==> src/rtl/branch_predict_unit_if.sv <==
// Pipeline-facing bundle of the branch predictor: ID prediction, EX resolution,
// redirect/flush outputs and statistics.
interface branch_predict_unit_if #(
    parameter int CNT_W = 16
);
    logic             id_valid;
    logic             id_is_branch;
    logic [31:0]      id_pc;
    logic [31:0]      id_target;
    logic             id_pred_taken;
    logic             id_redirect;
    logic             ex_valid;
    logic             ex_is_branch;
    logic [31:0]      ex_pc;
    logic [31:0]      ex_target;
    logic             ex_taken;
    logic             ex_pred_taken;
    logic             ex_stall;
    logic             npc_change;
    logic [31:0]      npc;
    logic [0:3]       flushes;
    logic [CNT_W-1:0] branch_cnt;
    logic [CNT_W-1:0] mispred_cnt;

    // Pipeline side: drives the ID/EX information, consumes redirects.
    modport master (
        output id_valid, id_is_branch, id_pc, id_target,
        output ex_valid, ex_is_branch, ex_pc, ex_target, ex_taken, ex_pred_taken, ex_stall,
        input  id_pred_taken, id_redirect, npc_change, npc, flushes, branch_cnt, mispred_cnt
    );

    // Predictor side.
    modport slave (
        input  id_valid, id_is_branch, id_pc, id_target,
        input  ex_valid, ex_is_branch, ex_pc, ex_target, ex_taken, ex_pred_taken, ex_stall,
        output id_pred_taken, id_redirect, npc_change, npc, flushes, branch_cnt, mispred_cnt
    );
endinterface

==> src/rtl/branch_predict_unit.sv <==
// 2-bit saturating-counter branch predictor: predicts in ID, resolves in EX,
// produces redirect PC and flush requests, and keeps saturating statistics.
module branch_predict_unit #(
    parameter int IDX_W = 4,
    parameter int CNT_W = 16
) (
    input  logic                 CLK,
    input  logic                 RST,
    branch_predict_unit_if.slave bus
);
    localparam int ENTRIES = 2 ** IDX_W;

    logic [1:0]       table_r [ENTRIES];
    logic [CNT_W-1:0] branch_cnt_r;
    logic [CNT_W-1:0] mispred_cnt_r;

    logic [IDX_W-1:0] id_idx_s;
    logic [IDX_W-1:0] ex_idx_s;
    logic             pred_s;
    logic             res_s;
    logic             mis_s;
    logic [31:0]      ex_seq_s;
    logic             id_pred_taken_s;
    logic             id_redirect_s;
    logic             npc_change_s;
    logic [31:0]      npc_s;
    logic [0:3]       flushes_s;

    function automatic logic [1:0] sat_step(input logic [1:0] cnt, input logic up);
        logic [1:0] nxt;
        if (up) begin
            nxt = (cnt == 2'b11) ? 2'b11 : cnt + 2'd1;
        end else begin
            nxt = (cnt == 2'b00) ? 2'b00 : cnt - 2'd1;
        end
        return nxt;
    endfunction

    assign id_idx_s = bus.id_pc[IDX_W+1:2];
    assign ex_idx_s = bus.ex_pc[IDX_W+1:2];

    // Prediction lookup, EX resolution and redirect/flush selection.
    always_comb begin
        pred_s          = bus.id_valid && bus.id_is_branch && table_r[id_idx_s][1];
        res_s           = bus.ex_valid && bus.ex_is_branch && !bus.ex_stall;
        mis_s           = res_s && (bus.ex_taken != bus.ex_pred_taken);
        ex_seq_s        = bus.ex_pc + 32'd4;
        id_pred_taken_s = 1'b0;
        id_redirect_s   = 1'b0;
        npc_change_s    = 1'b0;
        npc_s           = 32'h0;
        flushes_s       = 4'b0000;
        if (RST) begin
            id_pred_taken_s = 1'b0;
        end else begin
            id_pred_taken_s = pred_s;
            npc_change_s    = mis_s;
            // A mispredict flushes the ID instruction, so its redirect is dropped.
            if (mis_s) begin
                id_redirect_s = 1'b0;
                npc_s         = bus.ex_taken ? bus.ex_target : ex_seq_s;
                flushes_s     = 4'b1100;
            end else if (pred_s) begin
                id_redirect_s = 1'b1;
                npc_s         = bus.id_target;
                flushes_s     = 4'b1000;
            end else begin
                id_redirect_s = 1'b0;
                npc_s         = ex_seq_s;
                flushes_s     = 4'b0000;
            end
        end
    end

    assign bus.id_pred_taken = id_pred_taken_s;
    assign bus.id_redirect   = id_redirect_s;
    assign bus.npc_change    = npc_change_s;
    assign bus.npc           = npc_s;
    assign bus.flushes       = flushes_s;
    assign bus.branch_cnt    = branch_cnt_r;
    assign bus.mispred_cnt   = mispred_cnt_r;

    // Counter table training and saturating statistics.
    always_ff @(posedge CLK) begin
        if (RST) begin
            for (int i = 0; i < ENTRIES; i++) begin
                table_r[i] <= 2'b01;
            end
            branch_cnt_r  <= {CNT_W{1'b0}};
            mispred_cnt_r <= {CNT_W{1'b0}};
        end else if (res_s) begin
            table_r[ex_idx_s] <= sat_step(table_r[ex_idx_s], bus.ex_taken);
            if (branch_cnt_r != {CNT_W{1'b1}}) begin
                branch_cnt_r <= branch_cnt_r + {{(CNT_W-1){1'b0}}, 1'b1};
            end else begin
                branch_cnt_r <= branch_cnt_r;
            end
            if (mis_s && (mispred_cnt_r != {CNT_W{1'b1}})) begin
                mispred_cnt_r <= mispred_cnt_r + {{(CNT_W-1){1'b0}}, 1'b1};
            end else begin
                mispred_cnt_r <= mispred_cnt_r;
            end
        end else begin
            branch_cnt_r  <= branch_cnt_r;
            mispred_cnt_r <= mispred_cnt_r;
        end
    end
endmodule

==> src/flat_wrapper.sv <==
// flat-port wrapper written by rule: the top's interface ports become plain ports
module branch_predict_unit_flat 
#(
    parameter int IDX_W = 4,
    parameter int CNT_W = 16
)
  (CLK, RST, bus_id_valid, bus_id_is_branch, bus_id_pc, bus_id_target, bus_ex_valid, bus_ex_is_branch, bus_ex_pc, bus_ex_target, bus_ex_taken, bus_ex_pred_taken, bus_ex_stall, bus_id_pred_taken, bus_id_redirect, bus_npc_change, bus_npc, bus_flushes, bus_branch_cnt, bus_mispred_cnt);
  branch_predict_unit_if #(.CNT_W(CNT_W)) bus_i ();
  input  logic CLK;
  input  logic RST;
  input wire logic [$bits(bus_i.id_valid)-1:0] bus_id_valid;
  input wire logic [$bits(bus_i.id_is_branch)-1:0] bus_id_is_branch;
  input wire logic [$bits(bus_i.id_pc)-1:0] bus_id_pc;
  input wire logic [$bits(bus_i.id_target)-1:0] bus_id_target;
  input wire logic [$bits(bus_i.ex_valid)-1:0] bus_ex_valid;
  input wire logic [$bits(bus_i.ex_is_branch)-1:0] bus_ex_is_branch;
  input wire logic [$bits(bus_i.ex_pc)-1:0] bus_ex_pc;
  input wire logic [$bits(bus_i.ex_target)-1:0] bus_ex_target;
  input wire logic [$bits(bus_i.ex_taken)-1:0] bus_ex_taken;
  input wire logic [$bits(bus_i.ex_pred_taken)-1:0] bus_ex_pred_taken;
  input wire logic [$bits(bus_i.ex_stall)-1:0] bus_ex_stall;
  output wire logic [$bits(bus_i.id_pred_taken)-1:0] bus_id_pred_taken;
  output wire logic [$bits(bus_i.id_redirect)-1:0] bus_id_redirect;
  output wire logic [$bits(bus_i.npc_change)-1:0] bus_npc_change;
  output wire logic [$bits(bus_i.npc)-1:0] bus_npc;
  output wire logic [$bits(bus_i.flushes)-1:0] bus_flushes;
  output wire logic [$bits(bus_i.branch_cnt)-1:0] bus_branch_cnt;
  output wire logic [$bits(bus_i.mispred_cnt)-1:0] bus_mispred_cnt;
  assign bus_i.id_valid = bus_id_valid;
  assign bus_i.id_is_branch = bus_id_is_branch;
  assign bus_i.id_pc = bus_id_pc;
  assign bus_i.id_target = bus_id_target;
  assign bus_i.ex_valid = bus_ex_valid;
  assign bus_i.ex_is_branch = bus_ex_is_branch;
  assign bus_i.ex_pc = bus_ex_pc;
  assign bus_i.ex_target = bus_ex_target;
  assign bus_i.ex_taken = bus_ex_taken;
  assign bus_i.ex_pred_taken = bus_ex_pred_taken;
  assign bus_i.ex_stall = bus_ex_stall;
  assign bus_id_pred_taken = bus_i.id_pred_taken;
  assign bus_id_redirect = bus_i.id_redirect;
  assign bus_npc_change = bus_i.npc_change;
  assign bus_npc = bus_i.npc;
  assign bus_flushes = bus_i.flushes;
  assign bus_branch_cnt = bus_i.branch_cnt;
  assign bus_mispred_cnt = bus_i.mispred_cnt;
  branch_predict_unit #(.IDX_W(IDX_W), .CNT_W(CNT_W)) u_core (.CLK(CLK), .RST(RST), .bus(bus_i));
endmodule
==> config.mk <==
export PLATFORM = sky130hd
export DESIGN_NAME = branch_predict_unit_flat
export DESIGN_NICKNAME = d
export VERILOG_FILES = /design/src/rtl/branch_predict_unit_if.sv /design/src/rtl/branch_predict_unit.sv /design/src/flat_wrapper.sv
export SDC_FILE = /design/constraint.sdc
export NUM_CORES = 1
export LEC_CHECK = 0
export CAP_MARGIN = 20
export CORE_ASPECT_RATIO = 1.4
export CORE_MARGIN = 1
export CORE_UTILIZATION = 45
export DETAILED_ROUTE_END_ITERATION = 7
export GPL_TIMING_DRIVEN = 0
export PLACE_DENSITY = 0.85
export RECOVER_POWER = 25
export SLEW_MARGIN = 20
export SYNTH_ARGS = -nofsm -noshare
export SYNTH_HDL_FRONTEND = slang
export SYNTH_SLANG_ARGS = --single-unit
==> constraint.sdc <==
create_clock -name CLK -period 3.39 [get_ports CLK]
set_clock_uncertainty 0.1 [all_clocks]
set_input_delay 0.5085 -clock CLK [delete_from_list [all_inputs] [get_ports CLK]]
set_output_delay 0.5085 -clock CLK [all_outputs]
set_load 0.005 [all_outputs]
==> reports/qor.yml <==
worst_setup_path:
  cp_top_family: "buffers and inverters"
  critPathKind: "input pin to output port"
  cp_slowest_cell: "clkdlybuf4s50_1"
  path_max_fanout: 5
  slowest_delay_ns: 0.52
  cp.arrival_ns: 2.71
  path_buf_inv: 4
  path_common_cell: "clkdlybuf4s50_1"
  critPathCaptureType: "output port"
  reg2reg_slack_ns: 1.05
  r2r_end: "u_core.table_r[3][0]"
  crit_chain: "clkdlybuf4s50_1 -> inv_1 -> a221oi_2 -> a22oi_4 -> buf_4 -> or2_2 -> o221a_2 -> clkdlybuf4s50_1"
  crit_required_ns: 2.78
  startpoint_type: "input pin"
  r2r_start: "u_core.table_r[11][1]"
  reg2reg_depth: 6
finish:
  nets: 888
  areaGrowthSynthToFinish_pct: 51.93
  antenna-diode-count: 0
  fillCellCount: 813
  finalNonFillerCells: 888
  drive_above_1_share_pct: 12.67
run_status:
  outcome: "finished clean"
timing:
  fin_ws_ns: 0.06916
  finalHoldViolCount: 0
  fin_crit_sh_pct: 97.96
  max_slew_margin_pct: 32.79
  worst_pin_slew_ns: 0.9990
  setup_viol: 0
  slew_violations: 0
  period_minus_slack_ns: 3.321
  fmax_mhz: 301.1
  rsz0062_at_grt: "no"
clocking:
  cts_sinks: 64
  htreeDepth: 3
  clock_latency_ns: 0.33
  cts_buffer_depth: 2
  clk_transition_reported_paths_ns: 0.06
  cts_tree: "done"
  root_buffer: "clkbuf_16"
  cts_buffers: 9
power:
  swShare_pct: 26.24
  p_per_area_mw_per_mm2: 313.9
  p_clk_share_pct: 41.2
  p_leak_uw: 0.002730
  pwr-share-comb_pct: 22.2
  internal-power_uw: 1668
  power_frac_seq_pct: 36.6
  switchingPower_uw: 593.3
  ir_worst_vdd_mv: 0.3228
yosys:
  synth_enable_flop_cells: 32
  ys_ff_latch: 64
  async_flop_share_pct: 0
  syn-cell-area_mm2: 0.004742
  synth_ff_type: "edfxtp_1"
  synthCells: 552
  syn_avg_cell_area_um2: 8.591
  yosysWarningCount: 0
  yosys.cell_types.count: 56
  synth-seq-area-share_pct: 33.77
grt:
  grt_max_degree: 13
  grt_pass1_wl_mm: 26.59
  antenna_found_initial: 0
  grt_overflow: 0
  grt_pass1_vias: 5239
  grtUsageTotal_pct: 32.68
placement:
  place_ws_ns: -1.103
  dp_cells: 867
  io_buffers: 176
  dp_hpwl_mm: 13.44
  gp_congestion: 0.9451
worst_hold_path:
  hold_path_end: "u_core.bus.branch_cnt[13]"
  holdPathStages: 2
  hp-start: "u_core.bus.branch_cnt[13]"
  hp-class: "flop to flop"
floorplanning:
  ios: 208
  core_mm2: 0.01029
  die_area_mm2: 0.01096
  die_x_um: 88.76
  die_h_um: 123.5
  initial_core_util_pct: 46.06
  num_rows: 44
detailed_routing:
  drcViolationCount: 0
  wl_per_cell_um: 19.98
  drtIter0Drc: 270
  vias: 5273
  ant_nets: 0
  via_per_inst: 5.938
  wirelength_mm: 17.74
  first_pass_iters: 5
flow_run:
  maxCapViolCount: 0
[area by class of cell]
| class | count | area, um2 | area share, % |
|---|---|---|---|
| Clock inverter | 6 | 65.06 | 0.9031 |
| Timing Repair Buffer | 184 | 1778 | 24.68 |
| Buffer | 41 | 251.5 | 3.491 |
| Tap cell | 138 | 172.7 | 2.397 |
| Inverter | 13 | 48.80 | 0.6773 |
| Multi-Input combinational cell | 432 | 3048 | 42.31 |
| Clock buffer | 10 | 239.0 | 3.317 |
| Sequential cell | 64 | 1602 | 22.23 |
[layer usage]
metal	routed length, um	part of all wire [%]	track usage, %
met1	6224	35	34.65
met2	8936	50	58.03
met3	1708	9.6	7.410
met4	869	4.9	19.56
met5	0	0	0
[cells in the final DEF (no fill, tap or decap), types with 19 or more instances in the layout]
cell               n
clkdlybuf4s50_1  106
nor3_1            31
xor2_1            35
buf_4             20
edfxtp_1          32
nand3_1           31
and3_1            20
nand2_1           51
clkbuf_1          20
a211oi_1          26
nand4_1           19
dfxtp_1           32
o21ai_0           27
dlygate4sd2_1     34
nor2_1            52
dlygate4sd3_1     32
[logic make-up (layout without fill, tap and decap cells)]
kind of cell	count (synthesis)	after routing	share of synthesized area, %
other	1	2	0.07908
flip-flops	64	64	33.77
adder cells (fa/ha/maj)	8	8	2.058
AO/OA/AOI/OAI	100	100	14.99
multiplexers	20	20	6.913
AND/OR/NAND/NOR	250	250	26.75
buffers and inverters	57	254	5.831
XOR/XNOR	52	52	9.604
[through the flow]
step                cell area [um2]  hold slack [ns]  setup TNS [ns]  power, uW  utilization (%)
floorplan                      4746           0.4168               0       1042                -
global placement               6680           0.4227          -18.53       1312            64.89
detailed placement             6680           0.4443          -19.15       1319            64.89
CTS                            7202           0.4524               0       2266            69.96
global route                   7204           0.4768               0       2336            69.98
finish                         7204           0.4588               0       2261            69.98
[state kept, by name (all words and copies together) (netlist names)]
register	count
u_core.bus.branch_cnt	16
u_core.bus.mispred_cnt	16
u_core.table_r	32
[cells in the mapped netlist, drive strengths merged, types with 3 or more instances]
cell type / count / share of area, %
xor2: 35 / 6.5
edfxtp: 32 / 20
nand2b: 5 / 0.66
or2: 5 / 0.66
clkbuf: 25 / 2.0
ha: 6 / 1.6
mux4: 10 / 4.7
nor2: 54 / 4.3
xnor2: 17 / 3.1
and4: 10 / 1.8
and3: 21 / 2.8
a21oi: 7 / 0.74
a211oi: 35 / 5.6
nor2b: 3 / 0.40
o211ai: 5 / 0.79
mux2i: 8 / 1.7
o21ai: 33 / 3.5
nand2: 51 / 4.0
buf: 19 / 2.8
and2: 3 / 0.40
nand4: 19 / 2.5
inv: 12 / 0.95
nand3b: 3 / 0.47
nor3: 34 / 3.7
nor4: 3 / 0.40
dfxtp: 32 / 14
o2111ai: 4 / 0.74
nand3: 32 / 3.4
[worst max-delay path by stage]
stage / start / cells after the start / slack, ns / endpoint
after floorplan: bus_id_pc[2] / 7 / 0.74 / bus_npc[1]
after global placement: bus_ex_is_branch / 10 / -1.06 / bus_npc[25]
after detailed placement: bus_ex_is_branch / 10 / -1.10 / bus_npc[24]
after CTS: bus_ex_stall / 7 / 0.002 / bus_npc[7]
after global routing: bus_ex_pred_taken / 9 / 0.005 / bus_npc[24]
final: bus_id_pc[5] / 8 / 0.07 / bus_npc[4]
[power by group through the flow]
stage          clock network (uW)  registers, uW  logic (uW)
6_report                      932            827         502
3_3_place_gp                    0            842         470
2_1_floorplan                   0            840         201
4_1_cts                       941            827         497
3_5_place_dp                    0            843         476
5_1_grt                       973            828         535
[worst min-delay path, cell delays in order (launching register included)]
cell and delay [ns]:
dfxtp_1 0.33, xnor2_1 0.15, nor2_1 0.03
[timing repair]
item / CTS / global route
pin swaps: 9 / 5
setup endpoints to repair: 34 / 9
hold buffers: 0 / 0
buffers inserted: 8 / 0
resized for setup: 89 / 9
(Power assumes the default switching activity.)
